$ cat src/rtl/pipe_ctrl.sv
// Pipeline sequencing controller for the 5-stage core: stall/flush generation,
// PC redirect handshake toward fetch and a saturating stall-cycle counter.
module pipe_ctrl #(
    parameter int unsigned ADDR_W = 32,
    parameter int unsigned CNT_W  = 16
) (
    input  logic              clk,
    input  logic              rst,
    input  logic              stallreq_if,
    input  logic              stallreq_id,
    input  logic              stallreq_ex,
    input  logic              stallreq_mem,
    input  logic              br_valid,
    input  logic [ADDR_W-1:0] br_target,
    input  logic [1:0]        exc_type,
    input  logic [ADDR_W-1:0] exc_pc,
    input  logic [ADDR_W-1:0] csr_eentry,
    input  logic [ADDR_W-1:0] csr_era,
    input  logic              pc_ready,
    output logic [5:0]        stall,
    output logic              flush_if_id,
    output logic              flush_id_ex,
    output logic              flush_ex_mem,
    output logic              flush_mem_wb,
    output logic              redirect_valid,
    output logic [ADDR_W-1:0] redirect_pc,
    output logic              exc_commit,
    output logic [CNT_W-1:0]  stall_cycles
);

    typedef enum logic [1:0] {
        StRun      = 2'd0,
        StExcFlush = 2'd1,
        StRedirect = 2'd2
    } state_e;

    localparam logic [1:0] ExcNone = 2'b00;
    localparam logic [1:0] ExcErtn = 2'b11;

    state_e              state_q, state_d;
    logic [5:0]          stall_q, stall_d;
    // Flush bits: [0] IF/ID, [1] ID/EX, [2] EX/MEM, [3] MEM/WB.
    logic [3:0]          flush_q, flush_d;
    logic                redirect_valid_q, redirect_valid_d;
    logic [ADDR_W-1:0]   redirect_pc_q, redirect_pc_d;
    logic                exc_commit_q, exc_commit_d;
    logic [CNT_W-1:0]    stall_cycles_q, stall_cycles_d;

    logic                exc_taken;
    logic [ADDR_W-1:0]   exc_target;

    // The faulting PC is recorded into ERA by the CSR unit, not here.
    logic unused_exc_pc;
    assign unused_exc_pc = ^exc_pc;

    assign exc_taken  = (exc_type != ExcNone);
    assign exc_target = (exc_type == ExcErtn) ? csr_era : csr_eentry;

    always_comb begin
        state_d          = state_q;
        stall_d          = 6'b000000;
        flush_d          = 4'b0000;
        redirect_valid_d = 1'b0;
        redirect_pc_d    = redirect_pc_q;
        exc_commit_d     = 1'b0;

        unique case (state_q)
            StRun: begin
                if (exc_taken) begin
                    flush_d       = 4'b1111;
                    exc_commit_d  = 1'b1;
                    redirect_pc_d = exc_target;
                    state_d       = StExcFlush;
                end else if (br_valid) begin
                    flush_d          = 4'b0011;
                    redirect_valid_d = 1'b1;
                    redirect_pc_d    = br_target;
                    stall_d          = 6'b000001;
                    state_d          = StRedirect;
                end else if (stallreq_mem) begin
                    stall_d    = 6'b011111;
                    flush_d[3] = 1'b1;
                end else if (stallreq_ex) begin
                    stall_d    = 6'b001111;
                    flush_d[2] = 1'b1;
                end else if (stallreq_id) begin
                    stall_d    = 6'b000111;
                    flush_d[1] = 1'b1;
                end else if (stallreq_if) begin
                    stall_d    = 6'b000011;
                end
            end

            StExcFlush: begin
                redirect_valid_d = 1'b1;
                stall_d          = 6'b000001;
                state_d          = StRedirect;
            end

            StRedirect: begin
                // Branches here are wrong-path; only a new exception can preempt.
                if (exc_taken) begin
                    flush_d       = 4'b1111;
                    exc_commit_d  = 1'b1;
                    redirect_pc_d = exc_target;
                    state_d       = StExcFlush;
                end else if (pc_ready) begin
                    state_d = StRun;
                end else begin
                    redirect_valid_d = 1'b1;
                    stall_d          = 6'b000001;
                end
            end

            default: begin
                state_d = StRun;
            end
        endcase
    end

    always_comb begin
        stall_cycles_d = stall_cycles_q;
        if (stall_q[0] && (stall_cycles_q != {CNT_W{1'b1}})) begin
            stall_cycles_d = stall_cycles_q + CNT_W'(1);
        end
    end

    always_ff @(posedge clk) begin
        if (rst) begin
            state_q          <= StRun;
            stall_q          <= 6'b000000;
            flush_q          <= 4'b0000;
            redirect_valid_q <= 1'b0;
            redirect_pc_q    <= '0;
            exc_commit_q     <= 1'b0;
            stall_cycles_q   <= '0;
        end else begin
            state_q          <= state_d;
            stall_q          <= stall_d;
            flush_q          <= flush_d;
            redirect_valid_q <= redirect_valid_d;
            redirect_pc_q    <= redirect_pc_d;
            exc_commit_q     <= exc_commit_d;
            stall_cycles_q   <= stall_cycles_d;
        end
    end

    assign stall          = stall_q;
    assign flush_if_id    = flush_q[0];
    assign flush_id_ex    = flush_q[1];
    assign flush_ex_mem   = flush_q[2];
    assign flush_mem_wb   = flush_q[3];
    assign redirect_valid = redirect_valid_q;
    assign redirect_pc    = redirect_pc_q;
    assign exc_commit     = exc_commit_q;
    assign stall_cycles   = stall_cycles_q;

endmodule
$ cat config.mk
export PLATFORM = sky130hd
export DESIGN_NAME = pipe_ctrl
export DESIGN_NICKNAME = d
export VERILOG_FILES = /design/src/rtl/pipe_ctrl.sv
export SDC_FILE = /design/constraint.sdc
export NUM_CORES = 1
export LEC_CHECK = 0
export BUFFER_PORTS_ARGS = -buffer_cell sky130_fd_sc_hd__buf_2
export CORE_AREA = 10 10 131 73
export CTS_BUF_LIST = sky130_fd_sc_hd__clkbuf_8 sky130_fd_sc_hd__clkbuf_16
export CTS_CLUSTER_SIZE = 28
export DETAILED_ROUTE_END_ITERATION = 6
export DIE_AREA = 0 0 141 83
export PLACE_DENSITY = 0.79
export SYNTH_ARGS = -nofsm -noshare
export SYNTH_HDL_FRONTEND = slang
export SYNTH_SLANG_ARGS = --single-unit
$ cat constraint.sdc
create_clock -name clk -period 2.3 [get_ports clk]
set_input_delay 0 -clock clk [delete_from_list [all_inputs] [get_ports clk]]
set_output_delay 0 -clock clk [all_outputs]
set_load 0.05 [all_outputs]
==> results of run 1 <==
## power groups by stage
stage	logic (mW)	clock network (mW)	registers [mW]
floorplan	0.215	0	1.44
global placement	0.671	0	1.19
detailed placement	0.682	0	1.19
CTS	0.731	1.32	1.17
global route	0.772	1.37	1.19
finish	0.730	1.28	1.18
## worst paths after layout
check                        from  cells after the start  slack, ns               to
setup reg to reg  stall_cycles[0]                      6       0.48  stall_cycles[1]
hold / removal       br_target[1]                      3    -0.0001   redirect_pc[1]
hold reg to reg   redirect_pc[29]                      1       0.45  redirect_pc[29]
setup / recovery  stall_cycles[0]                      6       0.48  stall_cycles[1]
## metrics by stage
step                utilization (%)  hold slack, ns  area, sq um
finish                         63.5       -0.000113         4580
global route                   63.5          0.0202         4580
CTS                            63.5        0.000713         4580
detailed placement             54.3           0.239         3910
global placement               54.3           0.240         3910
floorplan                         -          0.0784         3010
## sequential cells by signal, indices dropped and copies added (netlist names)
| name | count |
|---|---|
| redirect_valid | 1 |
| state_q | 2 |
| stall_cycles | 16 |
| stall | 5 |
| exc_commit | 1 |
| redirect_pc | 32 |
| flush_q | 4 |
## layout by cell type (no fill, tap or decap), types with 9 or more instances in the layout
master	netlist	final
clkbuf_16	0	9
nor2_1	13	13
inv_1	8	11
o2bb2ai_1	32	32
mux2_2	32	32
mux2i_1	33	33
dlygate4sd3_1	0	37
nand2_1	10	9
o21ai_0	9	9
a21oi_1	11	10
buf_2	8	164
dfxtp_1	61	61
## routing by layer
layer	share of wire, %	global-route usage [%]	vias up
li1	-	-	1503
met1	37	15.2	1426
met2	55	29.4	84
met3	4.8	4.55	23
met4	3.4	7.50	0
met5	0	0	-
## worst min-delay path: cells and delay by family
kind / cells / cell delay (ns)
compound gates: 1 / 0.15
mux: 1 / 0.05
buf+inv: 1 / 0.08
## cells by family after synthesis
kind of cell / after synthesis / share of synthesized area, %
simple gates: 67 / 13.8
other cells: 1 / 0.125
compound gates: 66 / 16.8
xor+xnor: 3 / 0.873
buf+inv: 26 / 4.41
mux: 65 / 23.0
fa+ha+maj: 1 / 0.416
flops: 61 / 40.6
## area by class of cell
type / instances / area [sq um]
inverter: 8 / 30.0
timing repair buffer: 209 / 1250
clock buffer: 11 / 253
clock inverter: 4 / 41.3
multi-input combinational: 203 / 1660
tap: 96 / 120
sequential: 61 / 1220
fill: 601 / 2630
## synthesized netlist by cell type, types with 2 or more instances
master,count,area [sq um]
clkbuf_1,2,7.51
and3_1,4,25.0
buf_4,2,15.0
nor4_1,3,18.8
buf_1,4,15.0
o21ai_0,9,45.0
or3_1,6,37.5
a31o_2,2,17.5
mux2_2,32,360
xor2_1,3,26.3
nand2_1,10,37.5
and2_1,2,12.5
nor3_1,6,30.0
and4_1,4,35.0
nand3_1,2,10.0
inv_1,8,30.0
o2bb2ai_1,32,280
mux2i_1,33,330
buf_2,8,40.0
a31oi_1,2,12.5
nor2_1,13,48.8
dfxtp_1,61,1220
a21oi_1,11,55.1
nand4_4,2,42.5
nand2b_1,2,12.5
nand4_1,4,25.0
o21bai_1,2,15.0
and4_2,3,30.0
==> key figures, run 1 <==
Placement
  – RePlAce Congestion: 0.799
  – Detailed placement HPWL: 7.12 mm
  – IO Port Bufs: 164
  – Number of instances in the placed design: 540
  – DP Worst Slack: 0.480 ns

Finish
  – Final std cells w/o fill: 592
  – N_diodes: 0
  – Nets: 631
  – Fraction of layout cells with a size suffix above 1: 46.8%
  – Area grow syn2layout: 52.1%

Detailed routing
  – Drt total wl: 9.64 mm
  – Vias per inst: 5.13
  – Starting DRC count in detailed routing: 74
  – Final ANT Viol Nets: 0
  – DRT Pass-1 Iters: 4
  – Drc violations: 0
  – DR vias: 3036
  – WL/cell: 16.3 microns

Power and ir drop
  – Seq pwr share: 36.9%
  – Total Power: 3.19 mW
  – Worst IR Drop VDD: 0.499 mV
  – Combinational share of power: 22.9%
  – Cell Pwr Density: 697 nW/um^2
  – Clock power frac: 40.3%
  – Sw frac: 28.3%
  – NetSw: 902 uW
  – Total internal power: 2.29 mW
  – Leakage: 2.27 nW

Global route
  – Largest net degree at the start of global routing: 34
  – Total track usage: 15.6%
  – Antenna violations before repair: 0
  – First-pass GRT wire length: 15.3 mm
  – Vias in the first global route: 3085
  – Total grt overflow: 0

Worst hold path
  – HP Class: in -> reg

Clock tree
  – H-tree depth: 3
  – CTS Buffer Depth: 2
  – Clock root cell: clkbuf_16
  – CTS Buf Count: 9
  – CTS clk-pin slew, worst paths: 0.05 ns
  – Clk sinks: 61
  – # Post-CTS Setup Buffers: 0
  – CTS tree: yes
  – # hold bufs at CTS: 37
  – Resize count post-CTS: 0
  – Clk_lat worst skew: 0.31 ns

Logic synthesis
  – Sequential share of the synthesized area: 40.6%
  – Synthesized cell area: 3010 sq um
  – Ys flop type: dfxtp_1
  – Syn Nets: 429
  – Synth Instances: 290
  – Distinct cell type count after synthesis: 46
  – Number of synthesized flops with an enable pin: 0
  – Syn avg cell area: 10.4 sq um
  – FF+latch count, synth: 61
  – Synth async-reset ratio: 0%
  – Ys Warns: 0

Die
  – Chip Height: 83 microns
  – Standard-cell rows: 22
  – Ports: 198
  – Die Span X: 141 microns
  – Initial Util: 41.7%
  – Core ar.: 7210 sq um
  – Die area: 11700 sq um

Setup path
  – CP Max Fanout: 7
  – Worst path slowest cell: o41ai_2
  – Critical Path RT: 2.49 ns
  – Critical-path cell list: ha_1 > nand4_4 > o41ai_2 > buf_4 > mux2i_1 > nor2_1
  – CP arrival: 2.01 ns
  – Slowest cell delay on critical path: 0.43 ns
  – Setup CP Type: reg -> reg
  – Crit path launch type: flop
  – CP Buf/Inv Count: 1
  – Critical Path Sink Type: flop
  – CP delay by family, top: compound AO/OA/AOI/OAI gates

Timing
  – Worst hold slack: -0.000113 ns
  – Clk_skew: 0.00598 ns
  – Highest Clock Rate: 0.548 GHz
  – Final Critical Period: 1.82 ns
  – RSZ-0062 raised after global routing: no
  – Crit share post-route: 79.3%
  – Final Hold Viols: 1
  – Final Max Tran Viols: 0
  – Setup violations, final: 0
  – Setup TNS: 0 ns
  – Final WS setup: 0.475 ns

Status
  – Failing checks: negative hold slack
  – Status: finished, violations left

Job
  – Max-Cap Viols: 0
(Power assumes the default switching activity.)
==> inputs of run 2 (changes only) <==
clock period = 1.8 ns   (was 2.3 ns; I/O delays follow)
==> run 2 against run 1 <==
Effect of this change: the run now ends clean; register-to-register slack worse by 0.38 ns; via count down 0.46%; cell count up 0.17%; power up 25%; largest cell class unchanged; count of clock-buffer cells in the layout unchanged; worst setup slack worse by 0.38 ns; first-iteration DRC count up 20%.
==> key figures, run 2 (synthesis gave the netlist of run 1 again) <==
Detailed routing
  – Drt total wl: 10.1 mm
  – WL/cell: 17.1 microns
  – Vias per inst: 5.10
  – DRT Pass-1 Iters: 4
  – DRT met1 WL: 3.76 mm
  – Detail Route met2 WL: 5.82 mm
  – Starting DRC count in detailed routing: 89
  – Routed wl met3: 444 microns
  – DR vias: 3022
  – Final ANT Viol Nets: 0
  – Drc violations: 0
  – Top Metal Used: met4

Die
  – Standard-cell rows: 22
  – Core ar.: 7210 sq um
  – Die Span X: 141 microns
  – Die area: 11700 sq um
  – Ports: 198
  – Chip Height: 83 microns
  – Initial Util: 41.7%

Placement
  – IO Port Bufs: 164
  – Detailed placement HPWL: 7.18 mm
  – RePlAce Congestion: 0.865
  – Cell area after placement: 3970 sq um

Setup path
  – CP Max Fanout: 5
  – Critical Path Sink Type: flop
  – Critical Path RT: 2.04 ns
  – Setup CP Type: reg -> reg
  – CP arrival: 1.94 ns
  – Crit path launch type: flop

Power and ir drop
  – Total Power: 3.98 mW
  – Sw frac: 29.8%
  – Leakage: 2.28 nW
  – NetSw: 1.19 mW
  – Clock power frac: 38.4%
  – Combinational share of power: 23.9%
  – Seq pwr share: 37.7%
  – Total internal power: 2.79 mW
  – Cell Pwr Density: 863 nW/um^2
  – Worst IR Drop VDD: 0.630 mV

Timing
  – Setup TNS: 0 ns
  – Final Hold Viols: 0
  – Setup violations, final: 0
  – Crit share post-route: 94.7%
  – Clk_skew: 0.00662 ns
  – Highest Clock Rate: 0.587 GHz
  – RSZ-0062 raised after global routing: no
  – Final Critical Period: 1.70 ns
  – Final Max Tran Viols: 0

Clock tree
  – Clk_lat worst skew: 0.32 ns
  – H-tree depth: 3
  – CTS Buf Count: 9
  – CTS clk-pin slew, worst paths: 0.05 ns
  – Clk sinks: 61
  – CTS Buffer Depth: 2
  – CTS tree: yes
  – Clock root cell: clkbuf_16

Finish
  – Commonest non-fill, non-tap cell in the layout: buf_2
  – Final non-filler cell area: 4610 sq um
  – Most frequent cells in the layout: buf_2, dfxtp_1, dlygate4sd3_1, mux2i_1
  – Area grow syn2layout: 53.3%
  – Fraction of layout cells with a size suffix above 1: 49.4%
  – Nets: 630
  – Fill cells: 613
  – Largest register FFs: 32

Global route
  – First-pass GRT wire length: 15.8 mm
  – Total track usage: 16.5%
  – Total grt overflow: 0
  – Vias in the first global route: 3041
  – Largest net degree at the start of global routing: 33
  – Antenna violations before repair: 1

Worst hold path
  – HP Class: in -> reg

Status
  – Status: complete, no violations

Job
  – Max-Cap Viols: 0
## run 2: layout make-up
type                       instances  area, sq um  share of cell area (%)
multi-input combinational        203         1660                    36.1
clock buffer                      11          253                    5.48
sequential                        61         1240                    26.9
antenna                            1         2.50                  0.0542
timing repair buffer             208         1280                    27.8
inverter                           8         30.0                   0.651
tap                               96          120                    2.60
clock inverter                     5         20.0                   0.434
## run 2: path summary, 6_finish.rpt
kind | from | to | slack, ns | depth (start not counted)
hold / removal | br_target[2] | redirect_pc[2] | 0.02 | 3
setup / recovery | stall_cycles[0] | stall_cycles[7] | 0.1 | 5
hold reg to reg | redirect_pc[24] | redirect_pc[24] | 0.46 | 1
setup reg to reg | stall_cycles[0] | stall_cycles[7] | 0.1 | 5
## run 2: power by group through the flow
stage / sequential, mW / clock (mW) / combinational [mW]
after floorplan: 1.84 / 0 / 0.275
after global placement: 1.52 / 0 / 0.875
after detailed placement: 1.52 / 0 / 0.886
after CTS: 1.50 / 1.57 / 0.949
after global routing: 1.51 / 1.64 / 1.01
final: 1.50 / 1.53 / 0.950
## run 2: routing by layer
metal / global-route usage [%] / vias up
met5: 0 / -
met4: 5.46 / 0
met3: 5.40 / 10
met2: 31.5 / 79
met1: 16.4 / 1431
li1: - / 1502
## run 2: critical path, stage by stage, from the launching register on
cell,delay [ns]
dfxtp_4,0.36
ha_2,0.22
nand4_4,0.13
or4_4,0.56
nor3b_2,0.17
a211oi_2,0.18
## run 2: through the flow
stage / utilization [%] / hold slack, ns / instances / worst slack, ns
after global placement: 55.0 / 0.242 / 539 / 0.119
after global routing: 64.0 / 0.0368 / 593 / 0.0211
after floorplan: - / 0.0784 / 290 / 0.0256
after CTS: 63.9 / 0.0101 / 592 / 0.0592
after detailed placement: 55.0 / 0.237 / 539 / 0.0825
final: 64.0 / 0.0169 / 593 / 0.0954
## run 2: repair_timing
action	4_1_cts	5_1_grt
hold buffers	37	0
endpoints found under the setup margin	0	1
gates resized for setup	0	1
buffers inserted	0	0
hold endpoints to repair	39	0
==> inputs of run 3 (changes only) <==
CTS_CLUSTER_SIZE = 10   (was 28)
REMOVE_ABC_BUFFERS = 1   (was not set)
==> run 3 against run 2 <==
Effect of this change: the run now ends with negative hold slack left; maximum frequency fell by 0.30%; worst setup slack lost 0.0051 ns; global-route usage is 0.16 points lower; final area grew 0.22%; critical path type unchanged.
==> key figures, run 3 (synthesis gave the netlist of run 1 again) <==
Die
  – Ports: 198
  – Die area: 11700 sq um
  – Core ar.: 7210 sq um
  – Standard-cell rows: 22
  – Chip Height: 83 microns
  – Die Span X: 141 microns
  – Initial Util: 41.7%

Detailed routing
  – DR vias: 3056
  – Drt total wl: 10.0 mm
  – Starting DRC count in detailed routing: 98
  – Vias per inst: 5.12
  – Final ANT Viol Nets: 0
  – WL/cell: 16.8 microns
  – Drc violations: 0
  – DRT Pass-1 Iters: 4

Placement
  – Cell area after placement: 3990 sq um
  – RePlAce Congestion: 0.796
  – IO Port Bufs: 164
  – Detailed placement HPWL: 7.02 mm
  – DP Worst Slack: 0.0580 ns

Clock tree
  – Clock root cell: clkbuf_16
  – Clk sinks: 61
  – # Post-CTS Setup Buffers: 0
  – CTS Buf Count: 9
  – CTS Buffer Depth: 2
  – Clk_lat worst skew: 0.32 ns
  – H-tree depth: 3
  – CTS clk-pin slew, worst paths: 0.05 ns
  – CTS tree: yes

Finish
  – Fraction of layout cells with a size suffix above 1: 47.7%
  – Most frequent cells in the layout: buf_2, dfxtp_1, dlygate4sd3_1, mux2i_1
  – N_diodes: 0
  – Final non-filler cell area: 4620 sq um
  – Nets: 635
  – Largest register FFs: 32
  – Area grow syn2layout: 53.6%
  – Commonest non-fill, non-tap cell in the layout: buf_2

Setup path
  – Reg-to-reg setup timing slack: 0.09 ns
  – CP arrival: 1.95 ns
  – Slowest cell delay on critical path: 0.57 ns
  – Critical Path Sink Type: flop
  – Worst path slowest cell: or4_4
  – Crit path launch type: flop
  – Worst Reg-to-Reg Cells: 5
  – Setup CP Type: reg -> reg
  – CP Max Fanout: 4
  – Critical Path RT: 2.04 ns
  – Reg-to-Reg Start: stall_cycles[0]
  – Critical-path cell list: ha_4 > nand4_4 > or4_4 > nor3b_2 > a211oi_2
  – Reg-to-reg endpoint: stall_cycles[7]

Power and ir drop
  – Worst IR Drop VDD: 0.582 mV
  – Total Power: 3.90 mW
  – Leakage: 2.30 nW
  – Cell Pwr Density: 843 nW/um^2

Timing
  – Final WS setup: 0.0903 ns
  – Clk_skew: 0.00855 ns
  – Setup TNS: 0 ns
  – Highest Clock Rate: 0.585 GHz
  – Crit share post-route: 95.0%
  – Worst slew pin tran: 0.492 ns
  – Worst hold slack: -0.00189 ns
  – Final Hold Viols: 1
  – Final Critical Period: 1.71 ns
  – Slew headroom: 66.9%
  – RSZ-0062 raised after global routing: no
  – Final Max Tran Viols: 0
  – Setup violations, final: 0

Worst hold path
  – Worst Hold Launch: br_target[28]
  – HP Class: in -> reg
  – Hold Crit Endpoint: redirect_pc[28]
  – Hold Path Depth: 3

Global route
  – Total track usage: 16.4%
  – Total grt overflow: 0
  – Antenna violations before repair: 0
  – Largest net degree at the start of global routing: 34
  – First-pass GRT wire length: 15.8 mm
  – Vias in the first global route: 3150

Status
  – Status: finished, violations left
  – Failing checks: negative hold slack

Job
  – Max-Cap Viols: 0
==> run 3: how the worst max path moves through the flow <==
stage                          startpoint         endpoint  slack [ns]
after floorplan           stall_cycles[0]  stall_cycles[1]       -0.46
after global placement    stall_cycles[1]  stall_cycles[7]        0.09
after detailed placement  stall_cycles[1]  stall_cycles[7]        0.06
after CTS                 stall_cycles[1]  stall_cycles[7]        0.05
after global routing      stall_cycles[0]  stall_cycles[1]       0.007
final                     stall_cycles[0]  stall_cycles[7]        0.09
==> run 3: power by group <==
part	internal (mW)	total [mW]	switching, mW
Sequential	1.45	1.50	0.0502
Clock	0.897	1.44	0.541
Combinational	0.365	0.961	0.596
==> run 3: area by class of cell <==
type	instances	area, sq um
clock buffers	9	225
fillers	581	2590
multi-input cells	203	1690
repair buffers	213	1310
well taps	96	120
inverters	8	30.0
clock inverters	7	28.8
flip-flops and latches	61	1220
==> run 3: per-stage QoR <==
| step | hold WS (ns) | cells | utilization [%] |
|---|---|---|---|
| 4_1_cts | 0.00410 | 596 | 63.7 |
| 3_5_place_dp | 0.244 | 545 | 55.3 |
| 6_report | -0.00189 | 597 | 64.1 |
| 5_1_grt | 0.0216 | 597 | 64.1 |
| 3_3_place_gp | 0.235 | 545 | 55.3 |
| 2_1_floorplan | 0.0646 | 272 | - |
==> run 3: worst max-delay path, delay by kind of cell, from the launching register on <==
kind / cells / cell delay (ns)
compound gates: 1 / 0.17
fa+ha+maj: 1 / 0.19
flops: 1 / 0.40
simple gates: 3 / 0.87
==> run 3: metal layers <==
metal / global-route usage, % / vias up / part of all wire [%]
met5: 0 / - / 0
met4: 7.22 / 0 / 2.9
met3: 4.72 / 22 / 5.1
met2: 31.5 / 90 / 54
met1: 15.7 / 1427 / 38
li1: - / 1517 / -
==> run 3: repair_timing <==
| action | CTS | global route |
|---|---|---|
| hold buffers | 35 | 0 |
| hold endpoints to repair | 36 | 0 |
| setup endpoints to repair | 0 | 9 |
| gates resized for setup | 0 | 5 |
